## src/rtl/pll_reset_pkg.sv

```systemverilog
// pll_reset_pkg
//   Shared definitions for the PLL reset sequencer: FSM state encoding
//   (also exported on the debug "state" port) and its width.
package pll_reset_pkg;

  localparam int STATE_W = 2;

  typedef enum logic [STATE_W-1:0] {
    WAIT_LOCK = 2'd0,
    STABILIZE = 2'd1,
    HOLD      = 2'd2,
    RUN       = 2'd3
  } state_t;

endpackage

```

## src/rtl/bit_synchronizer.sv

```systemverilog
// bit_synchronizer
//   Multi-flop synchroniser for a single asynchronous bit. Flops start at 0
//   and are cleared by a synchronous reset.
// Ports
//   clk  in  destination clock
//   rst  in  synchronous active-high reset
//   d    in  asynchronous input
//   q    out synchronised output (last stage), follows d after STAGES edges
module bit_synchronizer #(
  parameter int STAGES = 2
) (
  input  logic clk,
  input  logic rst,
  input  logic d,
  output logic q
);

  logic [STAGES-1:0] sync_pipe;

  always_ff @(posedge clk) begin
    if (rst) sync_pipe <= '0;
    else     sync_pipe <= {sync_pipe[STAGES-2:0], d};
  end

  assign q = sync_pipe[STAGES-1];

endmodule

```

## src/rtl/pll_reset_sequencer.sv

```systemverilog
// pll_reset_sequencer
//   Turns the raw PLL lock into the design-wide synchronous reset. The lock is
//   synchronised, must stay high for STABLE_CYCLES, then reset is held for a
//   further HOLD_CYCLES before release. Any lock drop re-asserts reset; drops
//   seen while running are counted (saturating). A sticky flag reports a lock
//   that never settles within TIMEOUT_CYCLES.
// Ports
//   clk              in  PLL output clock
//   rst              in  synchronous active-high reset
//   pll_lock         in  raw PLL lock (asynchronous)
//   rst_out          out registered active-high downstream reset
//   ready            out registered, high only in RUN
//   lock_timeout     out sticky lock-timeout flag, cleared by rst only
//   lock_loss_count  out saturating count of lock drops seen in RUN
//   state            out current FSM state (debug)
module pll_reset_sequencer
  import pll_reset_pkg::*;
#(
  parameter int SYNC_STAGES    = 2,
  parameter int STABLE_CYCLES  = 1024,
  parameter int HOLD_CYCLES    = 16,
  parameter int TIMEOUT_CYCLES = 1048576,
  parameter int LOSS_CNT_WIDTH = 8
) (
  input  logic                      clk,
  input  logic                      rst,
  input  logic                      pll_lock,
  output logic                      rst_out,
  output logic                      ready,
  output logic                      lock_timeout,
  output logic [LOSS_CNT_WIDTH-1:0] lock_loss_count,
  output logic [STATE_W-1:0]        state
);

  localparam int SW = $clog2(STABLE_CYCLES + 1);
  localparam int HW = $clog2(HOLD_CYCLES + 1);
  localparam int TW = $clog2(TIMEOUT_CYCLES + 1);

  logic          lock_s;
  state_t        cur_st, nxt_st;
  logic [SW-1:0] stable_cnt;
  logic [HW-1:0] hold_cnt;
  logic [TW-1:0] tmo_cnt;
  logic          tmo_run;
  logic          rst_out_d, ready_d;

  bit_synchronizer #(.STAGES(SYNC_STAGES)) u_lock_sync (
    .clk (clk),
    .rst (rst),
    .d   (pll_lock),
    .q   (lock_s)
  );

  // State register
  always_ff @(posedge clk) begin
    if (rst) cur_st <= WAIT_LOCK;
    else     cur_st <= nxt_st;
  end

  // Next-state logic; counters compare against limit-1 so the transition
  // happens on the edge that completes the last counted cycle.
  always_comb begin
    nxt_st = cur_st;
    unique case (cur_st)
      WAIT_LOCK: if (lock_s) nxt_st = STABILIZE;
      STABILIZE: begin
        if (!lock_s)                                  nxt_st = WAIT_LOCK;
        else if (stable_cnt == SW'(STABLE_CYCLES - 1)) nxt_st = HOLD;
      end
      HOLD: begin
        if (!lock_s)                              nxt_st = WAIT_LOCK;
        else if (hold_cnt == HW'(HOLD_CYCLES - 1)) nxt_st = RUN;
      end
      RUN:       if (!lock_s) nxt_st = WAIT_LOCK;
      default:   nxt_st = WAIT_LOCK;
    endcase
  end

  // Outputs decoded from the next state so the registered copy lines up
  // with the state register (no combinational path to the pins).
  always_comb begin
    rst_out_d = (nxt_st != RUN);
    ready_d   = (nxt_st == RUN);
  end

  always_ff @(posedge clk) begin
    if (rst) begin
      rst_out <= 1'b1;
      ready   <= 1'b0;
    end else begin
      rst_out <= rst_out_d;
      ready   <= ready_d;
    end
  end

  assign tmo_run = (cur_st == WAIT_LOCK) || (cur_st == STABILIZE);

  // Counters. Stable/hold counters idle at zero outside their state, which
  // provides the clear on entry.
  always_ff @(posedge clk) begin
    if (rst) begin
      stable_cnt      <= '0;
      hold_cnt        <= '0;
      tmo_cnt         <= '0;
      lock_timeout    <= 1'b0;
      lock_loss_count <= '0;
    end else begin
      if (cur_st != STABILIZE)
        stable_cnt <= '0;
      else if (lock_s && stable_cnt != SW'(STABLE_CYCLES))
        stable_cnt <= stable_cnt + 1'b1;

      if (cur_st != HOLD)
        hold_cnt <= '0;
      else if (lock_s && hold_cnt != HW'(HOLD_CYCLES))
        hold_cnt <= hold_cnt + 1'b1;

      if (nxt_st == HOLD && cur_st != HOLD)
        tmo_cnt <= '0;
      else if (tmo_run && tmo_cnt != TW'(TIMEOUT_CYCLES))
        tmo_cnt <= tmo_cnt + 1'b1;

      // Set on the same edge the counter reaches the limit.
      if (tmo_run && tmo_cnt == TW'(TIMEOUT_CYCLES - 1))
        lock_timeout <= 1'b1;

      if (cur_st == RUN && !lock_s && lock_loss_count != '1)
        lock_loss_count <= lock_loss_count + 1'b1;
    end
  end

  assign state = cur_st;

endmodule

```

## config.mk

```make
export PLATFORM = sky130hd
export DESIGN_NAME = pll_reset_sequencer
export DESIGN_NICKNAME = d
export VERILOG_FILES = /design/src/rtl/pll_reset_pkg.sv /design/src/rtl/bit_synchronizer.sv /design/src/rtl/pll_reset_sequencer.sv
export SDC_FILE = /design/constraint.sdc
export NUM_CORES = 1
export LEC_CHECK = 0
export BUFFER_PORTS_ARGS = -buffer_cell sky130_fd_sc_hd__buf_2
export CORE_MARGIN = 3
export CORE_UTILIZATION = 30
export CTS_CLUSTER_DIAMETER = 30
export CTS_CLUSTER_SIZE = 12
export DETAILED_ROUTE_END_ITERATION = 16
export RECOVER_POWER = 100
export SLEW_MARGIN = 30
export SYNTH_ARGS = -nofsm -noshare
export SYNTH_HDL_FRONTEND = slang
export SYNTH_SLANG_ARGS = --single-unit
```

## constraint.sdc

```tcl
create_clock -name clk -period 2.6 [get_ports clk]
set_clock_uncertainty 0.1 [all_clocks]
set_input_delay 0.13 -clock clk [delete_from_list [all_inputs] [get_ports clk]]
set_output_delay 0.13 -clock clk [all_outputs]
set_load 0.01 [all_outputs]
```

After elaboration in Yosys (flattened, before gate mapping)
Index checks and enable logic that the tools add are counted.
{"block": "totals", "input_bits": 3, "regBits": 52, "output_inout_bits": 13, "ramBits": 0, "mem_bits_ro": 0, "n_memories": 0, "latch_bits": 0}
{"block": "classes", "eq_ne": 15, "shifts": 0, "n_addsub": 4, "n_reduce_logical": 13, "magnitude_cmp": 0, "n_mul": 0, "bitwise": 0, "div_mod_pow": 0, "mux": 7}
{"op": "$add 21x1->21 const B", "n": 1}
{"op": "$eq 21x20->1 const B", "n": 1}
{"op": "$ne 21x21->1 const B", "n": 1}
{"op": "$mux 2", "n": 6}
{"op": "$add 11x1->11 const B", "n": 1}
{"op": "$eq 11x10->1 const B", "n": 1}
{"op": "$ne 11x11->1 const B", "n": 1}
{"op": "$add 8x1->8 const B", "n": 1}
{"op": "$eq 2x2->1 const B", "n": 4}
{"op": "$ne 8x8->1 const B", "n": 1}
{"op": "$pmux 2 s4", "n": 1}
{"op": "$logic_and 1x1->1", "n": 7}
{"op": "$reduce_or 2->1", "n": 3}
{"op": "$add 5x1->5 const B", "n": 1}
{"op": "$eq 5x4->1 const B", "n": 1}
{"op": "$ne 5x5->1 const B", "n": 1}
{"op": "$ne 2x2->1 const B", "n": 2}
{"op": "$eq 2x1->1 const B", "n": 1}
{"op": "$logic_not 2->1", "n": 1}
{"op": "$ne 2x1->1 const B", "n": 1}
{"op": "$logic_not 1->1", "n": 1}
{"op": "$logic_or 1x1->1", "n": 1}

Longest topological paths before layout
Gate-level depths: netlist of the first run.
{"block": "logic_depth", "ltp_word": 7, "mapped_depth": 6, "depth_no_buf": 6}

Modules after synthesis
A second synthesis of the first run with hierarchy kept.
{"block": "unflattened", "cells_unflattened": 275, "area_unflattened_um2": 2416.1}
{"mod": "pll_reset_sequencer", "seq_area_each_um2": 1001.0, "area_each_um2": 2363.5, "cells_per_inst": 271, "n_inst": 1}
{"mod": "bit_synchronizer", "seq_area_each_um2": 40.0, "area_each_um2": 52.6, "cells_per_inst": 4, "n_inst": 1}

Worst setup path after synthesis of the first run
Ideal clock, no wire load.
{"block": "synth_timing", "kind": "register to register", "start": "register cur_st[0], in the netlist state[0]", "end": "register tmo_cnt[10]", "arrival_ps": 1697, "setup_time_ps": 119, "setup_slack_ps": 684, "stages_incl_launch_ff": 5, "cell_sequence": "dfxtp_1 > or3b_1 > o41ai_4 > buf_2 > nor2_1"}
{"block": "synth_via", "elab_chain_len": 6, "elab_cells_between_ends": 17, "classes_between": "eq/ne: 5; mux: 7; reduce/logical: 5"}
{"element": "start: declaration", "line_no": "pll_reset_sequencer.sv:40", "rtl": "state_t cur_st, nxt_st;"}
{"element": "start signal: assignment", "line_no": "pll_reset_sequencer.sv:57", "rtl": "else cur_st <= nxt_st;"}
{"element": "$mux 2 (on tied branches)", "line_no": "pll_reset_sequencer.sv:72, pll_reset_sequencer.sv:68"}
{"element": "$mux 2 (on tied branches)", "line_no": "pll_reset_sequencer.sv:71, pll_reset_sequencer.sv:67"}
{"element": "$pmux 2 s4", "line_no": "pll_reset_sequencer.sv:64", "rtl": "unique case (cur_st)"}
{"element": "$eq 2x2->1", "line_no": "pll_reset_sequencer.sv:118", "rtl": "if (nxt_st == HOLD && cur_st != HOLD)"}
{"element": "$logic_and 1x1->1", "line_no": "pll_reset_sequencer.sv:118"}
{"element": "$reduce_or 2->1 (no source line)"}
{"element": "end signal: assignment", "line_no": "pll_reset_sequencer.sv:121", "rtl": "tmo_cnt <= tmo_cnt + 1'b1;"}
{"element": "end: declaration", "line_no": "pll_reset_sequencer.sv:43", "rtl": "logic [TW-1:0] tmo_cnt;"}
Several ways; a longest one is shown, not always the timed one.
A chain may end at the register's enable or synchronous reset.

Worst setup path in the final report of the first run
{"block": "layout_timing", "start": "register cur_st[1], in the netlist state[1]", "end": "register tmo_cnt[4]"}
Same word-level chain as after synthesis.

==> results of run 1 <==
[what timing repair did]
item	4_1_cts	5_1_grt
resized for setup	0	0
hold buffers	1	0
hold endpoints to repair	1	0
[where the power goes]
group | leakage [nW] | internal (W) | switching (W)
clock | 0.0404 | 0.000191 | 0.000272
sequential | 0.420 | 0.000802 | 0.00000817
combinational | 0.435 | 0.0000147 | 0.0000209
total | 0.896 | 0.00101 | 0.000301
[layer usage]
| metal | share of wire, % | GRT usage, % |
|---|---|---|
| met1 | 50 | 13.33 |
| met2 | 46 | 18.11 |
| met3 | 2.7 | 2.634 |
| met4 | 1.4 | 3.505 |
| met5 | 0 | 0 |
[cells by family after synthesis]
group / Yosys count / synth area share (%)
muxes: 5 / 2.040
AOI/OAI and AO/OA: 46 / 12.60
buffers and inverters: 22 / 3.518
adders and majority gates: 8 / 4.080
DFF: 52 / 42.43
xor gates and xnor gates: 23 / 8.210
and+or+nand+nor: 116 / 27.13
[state kept, by name, summed over array words and instances (netlist names)]
signal and cells:
tmo_cnt 21, u_lock_sync.sync_pipe 2, rst_out 1, lock_loss_count 8, hold_cnt 5, lock_timeout 1
stable_cnt 11, state 2, ready 1
[layout make-up]
| cell class | count | area share [%] |
|---|---|---|
| Sequential cell | 52 | 38.50 |
| Multi-Input combinational cell | 198 | 48.54 |
| Clock buffer | 5 | 2.545 |
| Tap cell | 102 | 4.720 |
| Inverter | 14 | 1.944 |
| Timing Repair Buffer | 18 | 2.869 |
| Clock inverter | 3 | 0.8792 |
[metrics by stage]
step	setup WS (ps)	cell area, sq um
floorplan	683.9	2454
global placement	618.3	2638
detailed placement	570.7	2638
CTS	549.6	2740
global route	365.5	2704
finish	479.4	2704
[path summary, 6_finish.rpt]
path / end / cells past startpoint
setup / recovery: tmo_cnt[4] / 5
setup reg to reg: tmo_cnt[4] / 5
hold reg to reg: u_lock_sync.sync_pipe[1] / 1
hold / removal: lock_timeout / 2
[cell usage after synthesis (5+ instances only)]
cell / n
sky130_fd_sc_hd__ha_1: 8
sky130_fd_sc_hd__and3_1: 5
sky130_fd_sc_hd__inv_1: 14
sky130_fd_sc_hd__clkbuf_1: 5
sky130_fd_sc_hd__and4_1: 6
sky130_fd_sc_hd__nor2_1: 29
sky130_fd_sc_hd__mux2i_1: 5
sky130_fd_sc_hd__dfxtp_1: 52
sky130_fd_sc_hd__nand3_1: 8
sky130_fd_sc_hd__nand4_1: 9
sky130_fd_sc_hd__xnor2_1: 13
sky130_fd_sc_hd__o21ai_0: 14
sky130_fd_sc_hd__a21oi_1: 16
sky130_fd_sc_hd__nand2_1: 17
sky130_fd_sc_hd__or3_1: 11
sky130_fd_sc_hd__xor2_1: 10
==> run_results.csv, run 1 <==
group,metric,value,unit
routing,detail_route.iter0.violations,78,
sta,setup-tns-final,0,ps
die,fp.dieArea,0.009300,sq mm
sta,worst_slew_margin_rel,69.30,%
synth,synth.lib_cells_used.distinct,44,
die,placementRows,32,
global_routing,number_of_antenna_violations_at_the_first_check_in_global_routing,0,
sta,drv_slew,0,
critical_path,required,2690,ps
routing,drc,0,
clocking,cts_sinks,52,
placement,gp_routability_congestion,0.7685,
power_and_ir_drop,power.density,483.7,mW/mm^2
die,chipWidth,96.44,um
sta,grt_setup_unrepaired,"no",
global_routing,groute.usage.overall,10.71,%
synth,post-synth-top-area-fraction,42.43,%
critical_path,crit_family,"buffers and inverters",
layout,area_growth,10.20,%
synth,synthesis.nets,283,
sta,fmax,471.6,MHz
sta,min_period_over_period,81.56,%
clocking,cts_buffer_depth,2,
layout,postLayoutCoreUtil,34.45,%
synth,synthesis.instances,272,
sta,fin_hold_ws,32.10,ps
hold_path,hold_sp,"rst",
placement,placement.io_buffers,15,
clocking,clock_latency_at_the_later_pin_of_the_worst_skew_pair,310,ps
placement,dp.cells,383,
sta,max_slew.worst_pin.slew,459.2,ps
layout,area_of_the_multi_input_gates,0.001313,sq mm
critical_path,crit_slowest_cell,"sky130_fd_sc_hd__or3b_1",
power_and_ir_drop,leak_pwr,0.8956,nW
hold_path,hp-class,"input pin to flip-flop",
synth,async_flop_share,0,%
critical_path,critical_path_peak_fanout,18,
routing,number_of_vias_per_cell_after_detailed_routing,4.893,
clocking,tritoncts,"built",
critical_path,r2r_start,"state[1]",
routing,detail_route.wl_per_cell,11.77,um
routing,detail-route-antenna-nets,0,
critical_path,timing_worst_setup_path_type,"flip-flop to flip-flop",
critical_path,timing.critical_path.buf_inv,2,
global_routing,gr-total-overflow,0,
flow_run,max_cap_viol_count,0,
layout,layout.cells.most_common,"sky130_fd_sc_hd__dfxtp_1",
synth,post_synth.cell_area_avg,9.021,sq um
synth,synth-seq-area-share,42.43,%
die,io_pins,16,
synth,synth_seq_cells,52,
sta,finalWorstPathRequiredPeriod,2121,ps
critical_path,setup.worst_path.start_class,"flip-flop",
synth,post_synth_instance_area,0.002454,sq mm
layout,nNetsFinal,300,
die,start_util,31.27,%
synth,synthDominantAreaCellType,"sky130_fd_sc_hd__dfxtp_1",
global_routing,largest_net_degree_at_the_start_of_global_routing,19,
placement,dp.final_hpwl,3.306,mm
routing,number_of_detailed_routing_iterations_run_before_antenna_repair,4,
power_and_ir_drop,worst_ir_drop_vdd,0.0001923,V
global_routing,grt_first_pass_wirelength,8.038,mm
layout,stdcell_count,392,
clocking,clock_buffers_created_by_tritoncts,5,
clocking,cts.clk_slew.worst_paths,100,ps
routing,vias,1918,
sta,setup_viol_count_final,0,
critical_path,worstSetupEndpointType,"flip-flop",
outcome,status,"completed",
layout,most-common-layout-cells,"sky130_fd_sc_hd__dfxtp_1, sky130_fd_sc_hd__nor2_1, sky130_fd_sc_hd__a21oi_1, sky130_fd_sc_hd__nand2_1",
power_and_ir_drop,post-layout-total-power,0.001308,W
clocking,cts-htree-levels,2,
critical_path,setup.worst_path.start,"state[1]",
critical_path,worstPathCellList,"clkbuf_1, or3b_1, o41ai_4, clkbuf_2, nor2_1",
die,floorplan.core_area,0.007848,sq mm
layout,final-seq-area,0.001041,sq mm
layout,fillCellCount,849,
sta,timing.final.hold_violations,0,
critical_path,critPathArrivalTime,2210,ps
global_routing,grt_pass1_vias,1799,
die,die-height,96.44,um
layout,drive_above_1_share,4.828,%
layout,antennaDiodeCount,0,
synth,synthFlopType,"sky130_fd_sc_hd__dfxtp_1",
clocking,cts_root_buf,"sky130_fd_sc_hd__clkbuf_8",
routing,finalWirelength,4.613,mm
synth,synthesis.yosys.warnings,0,
clocking,post-cts-setup-buffer-count,0,
synth,leading_post_synthesis_cells_by_cell_area,"sky130_fd_sc_hd__dfxtp_1, sky130_fd_sc_hd__xnor2_1, sky130_fd_sc_hd__nor2_1",
synth,number_of_flops_mapped_to_enable_cells_by_yosys,0,
critical_path,reg2reg_setup_slack,480,ps
critical_path,maximum_cell_stage_delay_along_the_critical_path,450,ps
Power figures use the tool's default switching activity.
==> inputs of run 2 (changes only) <==
==> constraint.sdc (replaced) <==
create_clock -name clk -period 2.1 [get_ports clk]
set_clock_uncertainty 0.1 [all_clocks]
set_input_delay 0.105 -clock clk [delete_from_list [all_inputs] [get_ports clk]]
set_output_delay 0.105 -clock clk [all_outputs]
set_load 0.01 [all_outputs]
==> run_results.csv, run 2 (same netlist as run 1, synthesis figures left out) <==
group,metric,value,unit
outcome,status,"completed",
routing,met2RoutedLength,2.125,mm
layout,layout_top_registers,"tmo_cnt: 21 flops, stable_cnt: 11 flops, lock_loss_count: 8 flops",
die,fp.dieArea,0.009300,sq mm
flow_run,max_cap_viol_count,0,
routing,detail_route.iter0.violations,61,
layout,layout.cells.most_common,"sky130_fd_sc_hd__dfxtp_1",
sta,setup_viol_count_final,0,
critical_path,critPathArrivalTime,2090,ps
routing,detail-route-antenna-nets,0,
critical_path,critical_path_peak_fanout,10,
clocking,cts_root_buf,"sky130_fd_sc_hd__clkbuf_8",
critical_path,setup.worst_path.start_class,"flip-flop",
routing,detail_route.wl_per_cell,11.43,um
layout,stdcell_count,396,
clocking,clock_buffers_created_by_tritoncts,5,
power_and_ir_drop,worst_ir_drop_vdd,0.0003327,V
layout,antennaDiodeCount,0,
clocking,post-cts-setup-buffer-count,0,
sta,setup-tns-final,0,ps
die,io_pins,16,
sta,timing.final.hold_violations,0,
layout,register_name_with_the_most_flops,"tmo_cnt",
die,placementRows,32,
routing,finalWirelength,4.525,mm
global_routing,gr-total-overflow,0,
global_routing,groute.usage.overall,10.92,%
sta,worst_slew_margin_rel,70.62,%
global_routing,grt_first_pass_wirelength,8.286,mm
die,chipWidth,96.44,um
power_and_ir_drop,power_frac_seq,60.9,%
global_routing,largest_net_degree_at_the_start_of_global_routing,19,
layout,most-common-layout-cells,"sky130_fd_sc_hd__dfxtp_1, sky130_fd_sc_hd__nor2_1, sky130_fd_sc_hd__nand2_1, sky130_fd_sc_hd__a21oi_1",
routing,number_of_vias_per_cell_after_detailed_routing,4.952,
critical_path,worstPathCellList,"nand4_2, or4_1, or3_1, a21oi_1",
routing,vias,1961,
sta,min_period_over_period,92.94,%
die,die-height,96.44,um
placement,gp_routability_congestion,0.7783,
layout,fillCellCount,857,
clocking,cts.clk_slew.worst_paths,100,ps
routing,number_of_detailed_routing_iterations_run_before_antenna_repair,4,
power_and_ir_drop,p_sw_share,22.12,%
power_and_ir_drop,power.density,598.3,mW/mm^2
placement,dp.cells,387,
routing,met3_wire_length,121,um
global_routing,number_of_antenna_violations_at_the_first_check_in_global_routing,0,
clocking,cts_buffer_depth,2,
critical_path,timing_worst_setup_path_type,"flip-flop to flip-flop",
sta,grt_setup_unrepaired,"no",
critical_path,maximum_cell_stage_delay_along_the_critical_path,670,ps
routing,drc,0,
clocking,cts-htree-levels,2,
routing,routed.top_layer,"met4",
placement,placement.io_buffers,15,
die,floorplan.core_area,0.007848,sq mm
layout,area_growth,11.83,%
routing,wl_met1,2.245,mm
sta,drv_slew,0,
power_and_ir_drop,p_comb_share,2.8,%
power_and_ir_drop,leak_pwr,0.9404,nW
sta,fmax,512.3,MHz
clocking,postCtsResizedCells,0,
layout,final_design_area_no_fill,0.002744,sq mm
clocking,cts_sinks,52,
sta,max_slew.worst_pin.slew,439.4,ps
placement,dp.final_hpwl,3.339,mm
global_routing,grt_pass1_vias,1821,
hold_path,hp-class,"input pin to flip-flop",
layout,postLayoutCoreUtil,34.96,%
critical_path,required,2230,ps
placement,post_dp_cell_area,0.002668,sq mm
die,start_util,31.27,%
layout,nNetsFinal,304,
sta,fin_hold_ws,10.72,ps
power_and_ir_drop,share_clk_of_total_power,36.2,%
clocking,tritoncts,"built",
power_and_ir_drop,p_switching,0.0003632,W
sta,finalWorstPathRequiredPeriod,1952,ps
layout,drive_above_1_share,6.803,%
critical_path,worstSetupEndpointType,"flip-flop",
clocking,clock_latency_at_the_later_pin_of_the_worst_skew_pair,300,ps
clocking,holdBufCountCts,1,
layout,largest_register_ff_count,21,
critical_path,crit_slowest_cell,"sky130_fd_sc_hd__or4_1",
power_and_ir_drop,cellInternalPower,0.001279,W
-- run 2: area by class of cell --
cell class                 instances  area (sq um)  share of cell area (%)
multi-input combinational        198          1323                   48.20
sequential                        52          1041                   37.94
tap                              102         127.6                   4.651
timing repair buffer              22         102.6                   3.739
clock buffer                       6         82.58                   3.010
inverter                          14         52.55                   1.915
clock inverter                     2         15.01                  0.5472
-- run 2: worst paths after layout --
check                      startpoint                        to  slack (ps)  depth (start not counted)
min reg2reg  u_lock_sync.sync_pipe[0]  u_lock_sync.sync_pipe[1]         340                          1
max                        tmo_cnt[4]               tmo_cnt[17]         150                          4
max reg2reg                tmo_cnt[4]               tmo_cnt[17]         150                          4
min                               rst              lock_timeout          10                          2
-- run 2: routing by layer --
metal  global-route usage (%)  up-vias
met1                    14.54      907
met3                    2.711        2
met2                    17.54       24
met5                        0        -
met4                    3.154        0
li1                         -     1028
-- run 2: critical path: cells and delay by family, from the launching register on --
family / cells / cell delay [ps]
AOI/OAI and AO/OA: 1 / 150
DFF: 1 / 420
and+or+nand+nor: 3 / 1220
-- run 2: power groups by stage --
| stage | clock (W) | combinational, W | sequential [W] |
|---|---|---|---|
| floorplan | 0 | 0.0000349 | 0.00102 |
| global placement | 0 | 0.0000478 | 0.00102 |
| detailed placement | 0 | 0.0000479 | 0.00102 |
| CTS | 0.000622 | 0.0000495 | 0.00100 |
| global route | 0.000660 | 0.0000560 | 0.00100 |
| finish | 0.000595 | 0.0000466 | 0.00100 |
-- run 2: metrics by stage --
| step | worst slack (ps) | total power, W |
|---|---|---|
| detailed placement | 167.1 | 0.001072 |
| global route | 14.18 | 0.001718 |
| finish | 148.2 | 0.001642 |
| CTS | 147.2 | 0.001673 |
| floorplan | 183.9 | 0.001057 |
| global placement | 191.2 | 0.001071 |
==> inputs of run 3 (changes only) <==
--- a/config.mk
+++ b/config.mk
@@ -8,6 +8,7 @@
 export BUFFER_PORTS_ARGS = -buffer_cell sky130_fd_sc_hd__buf_2
 export CORE_MARGIN = 3
 export CORE_UTILIZATION = 30
+export CTS_BUF_LIST = sky130_fd_sc_hd__clkbuf_8
 export CTS_CLUSTER_DIAMETER = 30
 export CTS_CLUSTER_SIZE = 12
 export DETAILED_ROUTE_END_ITERATION = 16
==> constraint.sdc (replaced) <==
create_clock -name clk -period 2.1 [get_ports clk]
set_clock_uncertainty 0.1 [all_clocks]
set_input_delay 0.42 -clock clk [delete_from_list [all_inputs] [get_ports clk]]
set_output_delay 0.42 -clock clk [all_outputs]
set_load 0.01 [all_outputs]
==> run_results.csv, run 3 (same netlist as run 1, synthesis figures left out) <==
group,metric,value,unit
outcome,status,"completed",
die,io_pins,16,
layout,area_growth,11.52,%
sta,fmax,512.9,MHz
die,die-height,96.44,um
critical_path,required,2240,ps
sta,grt_setup_unrepaired,"no",
sta,min_period_over_period,92.85,%
global_routing,number_of_antenna_violations_at_the_first_check_in_global_routing,0,
layout,antennaDiodeCount,0,
global_routing,grt_first_pass_wirelength,8.259,mm
critical_path,setup.worst_path.start_class,"flip-flop",
clocking,clock_buffers_created_by_tritoncts,5,
placement,placement.io_buffers,15,
sta,drv_slew,0,
critical_path,maximum_cell_stage_delay_along_the_critical_path,670,ps
global_routing,grt_pass1_vias,1809,
layout,fillCellCount,859,
critical_path,worstPathCellList,"nand4_2, or4_1, or3_1, a21oi_1",
clocking,cts_sinks,52,
global_routing,groute.usage.overall,10.89,%
routing,number_of_detailed_routing_iterations_run_before_antenna_repair,4,
routing,detail_route.iter0.violations,61,
clocking,cts-htree-levels,2,
layout,area_of_the_multi_input_gates,0.001323,sq mm
layout,largest_register_ff_count,21,
routing,drc,0,
global_routing,gr-total-overflow,0,
power_and_ir_drop,power.density,600.9,mW/mm^2
sta,finalWorstPathRequiredPeriod,1950,ps
die,floorplan.core_area,0.007848,sq mm
routing,number_of_vias_per_cell_after_detailed_routing,4.949,
clocking,cts.clk_slew.worst_paths,100,ps
routing,detail-route-antenna-nets,0,
sta,setup_viol_count_final,0,
flow_run,max_cap_viol_count,0,
clocking,post-cts-setup-buffer-count,0,
routing,detail_route.wl_per_cell,11.43,um
layout,final-seq-area,0.001041,sq mm
critical_path,timing_worst_setup_path_type,"flip-flop to flip-flop",
clocking,cts_root_buf,"sky130_fd_sc_hd__clkbuf_8",
layout,most-common-layout-cells,"sky130_fd_sc_hd__dfxtp_1, sky130_fd_sc_hd__nor2_1, sky130_fd_sc_hd__nand2_1, sky130_fd_sc_hd__a21oi_1",
power_and_ir_drop,leak_pwr,0.9376,nW
clocking,cts_buffer_depth,2,
sta,setup-tns-final,0,ps
layout,nNetsFinal,303,
critical_path,crit_slowest_cell,"sky130_fd_sc_hd__or4_1",
die,start_util,31.27,%
die,chipWidth,96.44,um
global_routing,largest_net_degree_at_the_start_of_global_routing,19,
placement,post_dp_cell_area,0.002668,sq mm
layout,drive_above_1_share,6.826,%
critical_path,r2r.worst_path.cells,4,
routing,vias,1955,
clocking,clock_latency_at_the_later_pin_of_the_worst_skew_pair,310,ps
hold_path,hp-class,"input pin to flip-flop",
placement,gp_routability_congestion,0.7783,
layout,final_design_area_no_fill,0.002736,sq mm
critical_path,critPathArrivalTime,2090,ps
die,placementRows,32,
critical_path,critical_path_peak_fanout,10,
layout,layout_top_registers,"tmo_cnt: 21 flops, stable_cnt: 11 flops, lock_loss_count: 8 flops",
critical_path,worstSetupEndpointType,"flip-flop",
hold_path,min_delay_path_depth,2,
placement,dp.final_hpwl,3.339,mm
clocking,tritoncts,"built",
power_and_ir_drop,worst_ir_drop_vdd,0.0003347,V
sta,worst_slew_margin_rel,66.01,%
layout,register_name_with_the_most_flops,"tmo_cnt",
die,fp.dieArea,0.009300,sq mm
routing,finalWirelength,4.513,mm
sta,max_slew.worst_pin.slew,509.9,ps
sta,timing.final.hold_violations,0,
layout,layout.cells.most_common,"sky130_fd_sc_hd__dfxtp_1",
clocking,holdBufCountCts,0,
clocking,postCtsResizedCells,0,
-- run 3: final timing paths --
check,start,end,slack [ps]
min reg2reg,u_lock_sync.sync_pipe[0],u_lock_sync.sync_pipe[1],340
max reg2reg,tmo_cnt[4],tmo_cnt[17],150
min,pll_lock,u_lock_sync.sync_pipe[0],220
max,tmo_cnt[4],tmo_cnt[17],150
-- run 3: metal layers --
layer  global-route usage (%)  up-vias  wire length (um)  share of wire, %
li1                         -     1027                 -                 -
met1                    14.54      905              2230                49
met2                    17.42       19              2093                46
met3                    2.711        4               143               3.2
met4                    3.154        0                45               1.0
met5                        0        -                 0                 0
-- run 3: metrics by stage --
stage / cells / worst slack [ps] / utilization [%] / power (W) / hold slack, ps
floorplan: 272 / 183.9 / - / 0.001057 / 313.8
global placement: 387 / 191.2 / 33.99 / 0.001071 / 317.8
detailed placement: 387 / 167.1 / 33.99 / 0.001072 / 323.7
CTS: 395 / 147.2 / 35.24 / 0.001671 / 215.0
global route: 395 / 9.511 / 34.87 / 0.001717 / 271.2
finish: 395 / 150.2 / 34.87 / 0.001644 / 221.4
-- run 3: final cells by class --
| type | count | area share, % |
|---|---|---|
| repair buffers | 21 | 3.475 |
| flip-flops and latches | 52 | 38.04 |
| multi-input cells | 198 | 48.33 |
| well taps | 102 | 4.664 |
| clock inverters | 2 | 0.5487 |
| inverters | 14 | 1.920 |
| clock buffers | 6 | 3.018 |
-- run 3: where the power goes --
part	switching (W)	total (W)	internal, W	leakage, nW
clock network	0.000331	0.000598	0.000267	0.0434
logic	0.0000276	0.0000455	0.0000180	0.474
registers	0.00000813	0.00100	0.000992	0.420
total	0.000367	0.00164	0.00128	0.938
-- run 3: critical path: cells and delay by family, from the launching register on --
| kind | cells | cell delay (ps) |
|---|---|---|
| simple gates | 3 | 1220 |
| compound gates | 1 | 150 |
| flops | 1 | 420 |
